==> src/rtl/vec_mem_unit_pkg.sv <==
// Shared constants, FSM state type and lane helper for the vector memory unit.
package vec_pkg;
  localparam int LANES   = 8;
  localparam int ADDR_W  = 15;
  localparam int DATA_W  = 64;
  localparam int MEM_TOP = 24576;
  localparam int LEN_W   = 4;
  localparam int IDX_W   = $clog2(LANES);
  localparam int VEC_W   = LANES * DATA_W;

  localparam logic [ADDR_W-1:0] MEM_TOP_A = ADDR_W'(MEM_TOP);

  typedef enum logic [2:0] {
    ST_IDLE,
    ST_LOAD,
    ST_DRAIN,
    ST_STORE,
    ST_DONE
  } vec_state_e;

  // Extract element i from a lane-packed vector.
  function automatic logic [DATA_W-1:0] lane_get(input logic [VEC_W-1:0] v,
                                                  input logic [IDX_W-1:0] i);
    return v[i*DATA_W +: DATA_W];
  endfunction
endpackage

==> src/rtl/vec_mem_unit_if.sv <==
// Request/response bundle between a requester and the vector memory unit.
interface vec_mem_unit_if;
  import vec_pkg::*;

  logic              req_valid;
  logic              req_ready;
  logic              req_store;
  logic              req_flush;
  logic [ADDR_W-1:0] req_base;
  logic [ADDR_W-1:0] req_stride;
  logic [LEN_W-1:0]  req_len;
  logic [VEC_W-1:0]  st_data;
  logic              done;
  logic              err;
  logic [VEC_W-1:0]  ld_data;

  modport master (
    output req_valid, req_store, req_flush, req_base, req_stride, req_len, st_data,
    input  req_ready, done, err, ld_data
  );

  modport slave (
    input  req_valid, req_store, req_flush, req_base, req_stride, req_len, st_data,
    output req_ready, done, err, ld_data
  );
endinterface

==> src/rtl/vec_mem_unit_addr_gen.sv <==
// Element address accumulator and element counter. The accumulator register
// drives the memory address directly, so it is cleared to 0 between requests.
module vec_addr_gen
  import vec_pkg::*;
(
  input  logic              clk,
  input  logic              rst,
  input  logic              load,
  input  logic              step,
  input  logic              clear,
  input  logic [ADDR_W-1:0] base,
  input  logic [ADDR_W-1:0] stride,
  input  logic [LEN_W-1:0]  len,
  output logic [ADDR_W-1:0] addr,
  output logic [IDX_W-1:0]  idx,
  output logic              last,
  output logic              oob
);

  logic [ADDR_W-1:0] acc_q;
  logic [ADDR_W-1:0] acc_step;
  logic [IDX_W-1:0]  cnt_q;
  logic              oob_q;

  assign acc_step = acc_q + stride;

  // Address/counter registers; range flag is registered alongside the address.
  always_ff @(posedge clk) begin
    if (rst || clear) begin
      acc_q <= '0;
      cnt_q <= '0;
      oob_q <= 1'b0;
    end else if (load) begin
      acc_q <= base;
      cnt_q <= '0;
      oob_q <= base > MEM_TOP_A;
    end else if (step) begin
      acc_q <= acc_step;
      cnt_q <= cnt_q + IDX_W'(1);
      oob_q <= acc_step > MEM_TOP_A;
    end
  end

  assign addr = acc_q;
  assign idx  = cnt_q;
  assign oob  = oob_q;
  assign last = LEN_W'(cnt_q) == (len - LEN_W'(1));

endmodule

==> src/rtl/vec_mem_unit.sv <==
// Vector load/store sequencer in front of dmem: one element access per cycle,
// load results assembled into a lane-packed vector.
//
// state | meaning
// IDLE  | ready for a request
// LOAD  | issuing one read address per cycle
// DRAIN | capturing the final read word
// STORE | writing one element per cycle
// DONE  | one-cycle completion pulse
module vec_mem_unit
  import vec_pkg::*;
(
  input  logic              clk,
  input  logic              rst,
  vec_mem_unit_if.slave     bus,
  output logic [ADDR_W-1:0] mem_dir,
  output logic              mem_write_flag,
  output logic              mem_file_enable,
  output logic [DATA_W-1:0] mem_data_in,
  input  logic [DATA_W-1:0] mem_data_out
);

  vec_state_e        state;
  logic              ready_q, done_q, err_q;
  logic [VEC_W-1:0]  ld_q, stage_q, stage_nxt, st_q;
  logic [ADDR_W-1:0] stride_q;
  logic [LEN_W-1:0]  len_q, len_c;
  logic              flush_q, wr_q, fe_q;
  logic [DATA_W-1:0] din_q;
  logic              cap_v, cap_oob;
  logic [IDX_W-1:0]  cap_idx;

  logic              gen_load, gen_step, gen_clear;
  logic [ADDR_W-1:0] gen_addr;
  logic [IDX_W-1:0]  gen_idx;
  logic              gen_last, gen_oob;

  assign len_c = (bus.req_len > LEN_W'(LANES)) ? LEN_W'(LANES) : bus.req_len;

  vec_addr_gen u_addr_gen (
    .clk    (clk),
    .rst    (rst),
    .load   (gen_load),
    .step   (gen_step),
    .clear  (gen_clear),
    .base   (bus.req_base),
    .stride (stride_q),
    .len    (len_q),
    .addr   (gen_addr),
    .idx    (gen_idx),
    .last   (gen_last),
    .oob    (gen_oob)
  );

  // Address generator control: load on accept, advance per element, clear after the last.
  always_comb begin
    gen_load  = 1'b0;
    gen_step  = 1'b0;
    gen_clear = 1'b0;
    case (state)
      ST_IDLE:           gen_load = bus.req_valid && (len_c != '0);
      ST_LOAD, ST_STORE: begin
        if (gen_last) gen_clear = 1'b1;
        else          gen_step  = 1'b1;
      end
      default: ;
    endcase
  end

  // Merge the word returning from dmem into the staging vector.
  always_comb begin
    stage_nxt = stage_q;
    if (cap_v) stage_nxt[cap_idx*DATA_W +: DATA_W] = cap_oob ? '0 : mem_data_out;
  end

  // Sequencer FSM with registered handshake and memory-control outputs.
  always_ff @(posedge clk) begin
    if (rst) begin
      state    <= ST_IDLE;
      ready_q  <= 1'b1;
      done_q   <= 1'b0;
      err_q    <= 1'b0;
      ld_q     <= '0;
      stage_q  <= '0;
      st_q     <= '0;
      stride_q <= '0;
      len_q    <= '0;
      flush_q  <= 1'b0;
      wr_q     <= 1'b0;
      fe_q     <= 1'b0;
      din_q    <= '0;
      cap_v    <= 1'b0;
      cap_idx  <= '0;
      cap_oob  <= 1'b0;
    end else begin
      cap_v <= 1'b0;
      if (cap_v) stage_q <= stage_nxt;
      case (state)
        ST_IDLE: begin
          if (bus.req_valid) begin
            ready_q  <= 1'b0;
            err_q    <= 1'b0;
            stride_q <= bus.req_stride;
            len_q    <= len_c;
            flush_q  <= bus.req_flush;
            st_q     <= bus.st_data;
            if (len_c == '0) begin
              state  <= ST_DONE;
              done_q <= 1'b1;
              if (!bus.req_store) ld_q <= '0;
            end else if (bus.req_store) begin
              state <= ST_STORE;
              wr_q  <= 1'b1;
              din_q <= lane_get(bus.st_data, '0);
              fe_q  <= bus.req_flush && (len_c == LEN_W'(1));
            end else begin
              state   <= ST_LOAD;
              stage_q <= '0;
            end
          end
        end
        ST_LOAD: begin
          cap_v   <= 1'b1;
          cap_idx <= gen_idx;
          cap_oob <= gen_oob;
          if (gen_oob)  err_q <= 1'b1;
          if (gen_last) state <= ST_DRAIN;
        end
        ST_DRAIN: begin
          ld_q   <= stage_nxt;
          done_q <= 1'b1;
          state  <= ST_DONE;
        end
        ST_STORE: begin
          if (gen_oob) err_q <= 1'b1;
          if (gen_last) begin
            state  <= ST_DONE;
            done_q <= 1'b1;
            wr_q   <= 1'b0;
            fe_q   <= 1'b0;
            din_q  <= '0;
          end else begin
            din_q <= lane_get(st_q, gen_idx + IDX_W'(1));
            fe_q  <= flush_q && ((LEN_W'(gen_idx) + LEN_W'(2)) == len_q);
          end
        end
        ST_DONE: begin
          done_q  <= 1'b0;
          ready_q <= 1'b1;
          state   <= ST_IDLE;
        end
        default: state <= ST_IDLE;
      endcase
    end
  end

  assign bus.req_ready   = ready_q;
  assign bus.done        = done_q;
  assign bus.err         = err_q;
  assign bus.ld_data     = ld_q;
  assign mem_dir         = gen_addr;
  assign mem_write_flag  = wr_q & ~gen_oob;
  assign mem_file_enable = fe_q;
  assign mem_data_in     = din_q;

endmodule
==> src/flat_wrapper.sv <==
// flat-port wrapper written by rule: the top's interface ports become plain ports
module vec_mem_unit_flat import vec_pkg::*;
  (clk, rst, mem_dir, mem_write_flag, mem_file_enable, mem_data_in, mem_data_out, bus_req_valid, bus_req_store, bus_req_flush, bus_req_base, bus_req_stride, bus_req_len, bus_st_data, bus_req_ready, bus_done, bus_err, bus_ld_data);
  vec_mem_unit_if bus_i ();
  input  logic clk;
  input  logic rst;
  output logic [ADDR_W-1:0] mem_dir;
  output logic mem_write_flag;
  output logic mem_file_enable;
  output logic [DATA_W-1:0] mem_data_in;
  input  logic [DATA_W-1:0] mem_data_out;
  input wire logic [$bits(bus_i.req_valid)-1:0] bus_req_valid;
  input wire logic [$bits(bus_i.req_store)-1:0] bus_req_store;
  input wire logic [$bits(bus_i.req_flush)-1:0] bus_req_flush;
  input wire logic [$bits(bus_i.req_base)-1:0] bus_req_base;
  input wire logic [$bits(bus_i.req_stride)-1:0] bus_req_stride;
  input wire logic [$bits(bus_i.req_len)-1:0] bus_req_len;
  input wire logic [$bits(bus_i.st_data)-1:0] bus_st_data;
  output wire logic [$bits(bus_i.req_ready)-1:0] bus_req_ready;
  output wire logic [$bits(bus_i.done)-1:0] bus_done;
  output wire logic [$bits(bus_i.err)-1:0] bus_err;
  output wire logic [$bits(bus_i.ld_data)-1:0] bus_ld_data;
  assign bus_i.req_valid = bus_req_valid;
  assign bus_i.req_store = bus_req_store;
  assign bus_i.req_flush = bus_req_flush;
  assign bus_i.req_base = bus_req_base;
  assign bus_i.req_stride = bus_req_stride;
  assign bus_i.req_len = bus_req_len;
  assign bus_i.st_data = bus_st_data;
  assign bus_req_ready = bus_i.req_ready;
  assign bus_done = bus_i.done;
  assign bus_err = bus_i.err;
  assign bus_ld_data = bus_i.ld_data;
  vec_mem_unit u_core (.clk(clk), .rst(rst), .bus(bus_i), .mem_dir(mem_dir), .mem_write_flag(mem_write_flag), .mem_file_enable(mem_file_enable), .mem_data_in(mem_data_in), .mem_data_out(mem_data_out));
endmodule
==> config.mk <==
export PLATFORM = sky130hd
export DESIGN_NAME = vec_mem_unit_flat
export DESIGN_NICKNAME = d
export VERILOG_FILES = /design/src/rtl/vec_mem_unit_pkg.sv /design/src/rtl/vec_mem_unit_if.sv /design/src/rtl/vec_mem_unit_addr_gen.sv /design/src/rtl/vec_mem_unit.sv /design/src/flat_wrapper.sv
export SDC_FILE = /design/constraint.sdc
export NUM_CORES = 2
export LEC_CHECK = 0
export ABC_AREA = 1
export CELL_PAD_IN_SITES_DETAIL_PLACEMENT = 0
export CELL_PAD_IN_SITES_GLOBAL_PLACEMENT = 2
export CORE_UTILIZATION = 32
export DETAILED_ROUTE_END_ITERATION = 10
export GPL_TIMING_DRIVEN = 0
export PLACE_DENSITY_LB_ADDON = 0.1
export SLEW_MARGIN = 20
export SYNTH_ARGS = -nofsm -noshare
export SYNTH_HDL_FRONTEND = slang
export SYNTH_HIERARCHICAL = 1
export SYNTH_SLANG_ARGS = --single-unit
export TNS_END_PERCENT = 1
==> constraint.sdc <==
create_clock -name clk -period 7.3 [get_ports clk]
set_clock_uncertainty 0.05 [all_clocks]
set_input_delay 1.46 -clock clk [delete_from_list [all_inputs] [get_ports clk]]
set_output_delay 1.46 -clock clk [all_outputs]
set_load 0.05 [all_outputs]
==> metrics <==
chip height=466.1 um; drt drc=0; io pins=1,211; initial antenna violation count=85; Synth Cell Area=0.06894 mm^2; ANT nets after route=0; vias in the first global route=68,990; Mapped Nets=10,480; DR vias=71,700; final std cells w/o fill=14,270; FP Rows=170; H-tree lvl count=4; final net count=11,900; RSZ-0062 raised after global routing=no; root buffer selected by CTS=clkbuf_16; VDD IR-drop max=0.2768 mV; port bufs=1,210; Power Density=295.8 mW/mm^2; yosys synthesis warning count=6; synthesis-stage register bit count=1,652; Die W=466.1 um; r2r setup slk=2.67 ns; crit start category=flip-flop; core area=0.2144 mm^2; Syn Inst Count=9,842; Setup TNS=0 ns; pin count of the biggest net entering global routing=17; CP Max Fanout=10; Fin. Hold Viols=0; drt initial violations=5,616; clk_lat worst skew=0.86 ns; Num CTS Buffers=191; critical path class=flip-flop to flip-flop; required time of the critical path=8.03 ns; post-synth cell types=41; initial core utilization=32.15%; setup bufs post-CTS=0; grt ovf=0; GRT Overall Usage=34.11%; Routed WL=383,400 um; CP max stage delay=1.03 ns; static leakage=0.03462 uW; Final Setup Violations=0; post-detailed-route via-to-cell ratio=5.023; Slew @ Worst Pin=1.196 ns; Post-CTS Hold Buffers=0; synthesized area per cell=7.005 um^2; Max Freq=215.9 MHz; first-pass GRT wire length=521,200 um; post-cts sizing count=0; status=finished clean; wire per inst=26.86 um; Slew headroom=19.96%; P&R area growth vs syn=32.68%; Worst Hold Class=flip-flop to flip-flop; Clk pin slew, worst setup/hold paths=0.06 ns; clock power share=36.8%; Crit-path slowest cell=nor3_1; # clock sinks=1,652; Flop pwr share=37.2%; Worst setup EP type=flip-flop; Max-cap violations=0; final RePlAce weighted congestion=0.9516; sequential area share after synthesis=47.97%; sw power=9699 uW; CP delay by family, top=simple AND/OR/NAND/NOR gates; Tmin final=4.631 ns; Initial DRT Pass Iterations=8; CP bufs+invs=5; DPL Wire Length=312,500 um; clock tree buffer depth=3; Die ar.=0.2173 mm^2; layout cell share with drive strength beyond 1=5.754%; fin. max-slew vios=0; fin crit share=63.44%; Int Pwr=17,360 uW; CTS tree=yes; Cells after DPL=13,910; crit path DAT=5.36 ns; crit-path cells=inv_2 -> clkbuf_1 -> buf_1 -> ha_1 -> ha_1 -> buf_2 -> buf_1 -> nor3_1 -> nand3_1 -> nand2_1 -> nand3_1 -> a21oi_1; combinational share of power=26.0%; Sw Ratio=35.85%
worst paths after layout:
kind / cells past startpoint / endpoint / startpoint
setup / recovery: 12 / u_core/bus.ld_data[156] / u_core/cap_idx[0]
hold / removal: 2 / u_core/st_q[188] / u_core/st_q[188]
setup reg to reg: 12 / u_core/bus.ld_data[156] / u_core/cap_idx[0]
hold reg to reg: 2 / u_core/st_q[188] / u_core/st_q[188]
sequential cells by signal (all words and copies together) (netlist names):
name and flops:
u_core/bus.ld_data 512, u_core/st_q 512, u_core/stage_q 512, u_core/mem_data_in 64
u_core/stride_q 15, u_core/u_addr_gen/addr 15, u_core/len_q 4, u_core/cap_idx 3
u_core/state 3, u_core/u_addr_gen/idx 3, u_core/bus.done 1, u_core/bus.err 1
u_core/bus.req_ready 1, u_core/cap_oob 1, u_core/cap_v 1, u_core/flush_q 1
u_core/mem_file_enable 1, u_core/u_addr_gen/oob 1, u_core/wr_q 1
per-stage QoR:
| step | total power, uW | worst slack (ns) | hold WS (ns) | utilization [%] | area (um^2) |
|---|---|---|---|---|---|
| after floorplan | 13840 | 4.350 | 0.3792 | - | 68940 |
| after global placement | 17100 | 1.715 | 0.3902 | 39.46 | 84600 |
| after detailed placement | 17210 | 2.398 | 0.3938 | 39.61 | 84940 |
| after CTS | 27170 | 2.745 | 0.4029 | 42.64 | 91430 |
| after global routing | 28060 | 2.671 | 0.4140 | 42.65 | 91440 |
| final | 27050 | 2.669 | 0.4027 | 42.66 | 91470 |
cell usage after synthesis (all sizes together):
cell type	n	area (um^2)
nand3b	13	101.4
inv	962	3611
o31a	1	8.760
or2	3	18.77
xnor2	3	26.28
o211ai	189	1419
a21boi	1	7.510
xor2	5	43.79
nand4	36	225.2
nor4	4	25.02
fa	1	20.02
nand2	2905	10930
nor3	48	255.3
a31oi	11	68.82
buf	332	1717
nand3	854	4289
a22oi	3	22.52
o21bai	1	7.510
o21ai	465	2331
clkinv	2	7.510
dfxtp	1652	33070
o31ai	2	15.01
a211oi	1	7.510
ha	21	262.8
a21oi	1347	6749
clkbuf	389	1460
nor2	591	2236
cell families after synthesis:
kind of cell / synth area share (%)
DFF: 47.97
and+or+nand+nor: 26.23
buffers and inverters: 9.857
xor gates and xnor gates: 0.1016
adders and majority gates: 0.4102
AOI/OAI and AO/OA: 15.43
worst register-to-register path, stage by stage (launching register included):
cell and delay (ns):
dfxtp_1 0.53, inv_2 0.16, clkbuf_1 0.24, buf_1 0.34, ha_1 0.34, ha_1 0.18, buf_2 0.20, buf_1 0.34
nor3_1 1.03, nand3_1 0.55, nand2_1 0.28, nand3_1 0.13, a21oi_1 0.17
area by class of cell:
class                   instances  area, um^2
diodes                         17       42.54
plain buffers                 721        3202
clock buffers                 291        5782
clock inverters                61       709.4
fillers                     22650      122900
inverters                     964        3618
multi-input cells            6505       29160
flip-flops and latches       1652       33070
well taps                    2838        3551
repair buffers               1225       12330
power by group through the flow:
stage / Clock (uW) / Sequential (uW) / Combinational (uW)
2_1_floorplan: 0 / 10500 / 3390
3_3_place_gp: 0 / 10200 / 6850
3_5_place_dp: 0 / 10300 / 6950
4_1_cts: 10100 / 10100 / 6970
5_1_grt: 10500 / 10100 / 7430
6_report: 9950 / 10100 / 7030
layout by cell type, fill, tap and decap left out, types with 8 or more instances in the layout:
master	netlist	routed
a21oi_1	1345	1345
a31oi_1	11	11
buf_1	73	73
buf_2	202	202
buf_4	56	60
bufinv_16	0	12
clkbuf_1	389	412
clkbuf_16	0	196
clkbuf_2	0	20
clkbuf_8	0	52
clkdlybuf4s50_1	0	1210
clkinv_2	0	36
dfxtp_1	1652	1652
diode_2	0	17
ha_1	21	21
inv_1	953	953
inv_2	9	9
nand2_1	2896	2896
nand2_2	8	8
nand3_1	851	851
nand3b_1	12	12
nand4_1	36	36
nor2_1	586	578
nor2_2	4	12
nor3_1	45	34
nor3_2	3	12
o211ai_1	189	189
o21ai_0	464	464
layer usage:
metal  vias up  wire length, um  global-route usage [%]
met1     33940           144700                   37.66
li1      34440                -                       -
met2      2477           189600                   60.81
met4       108            24750                   19.49
met5         -              685                       0
met3       743            23680                   6.588
(Power assumes the default switching activity.)
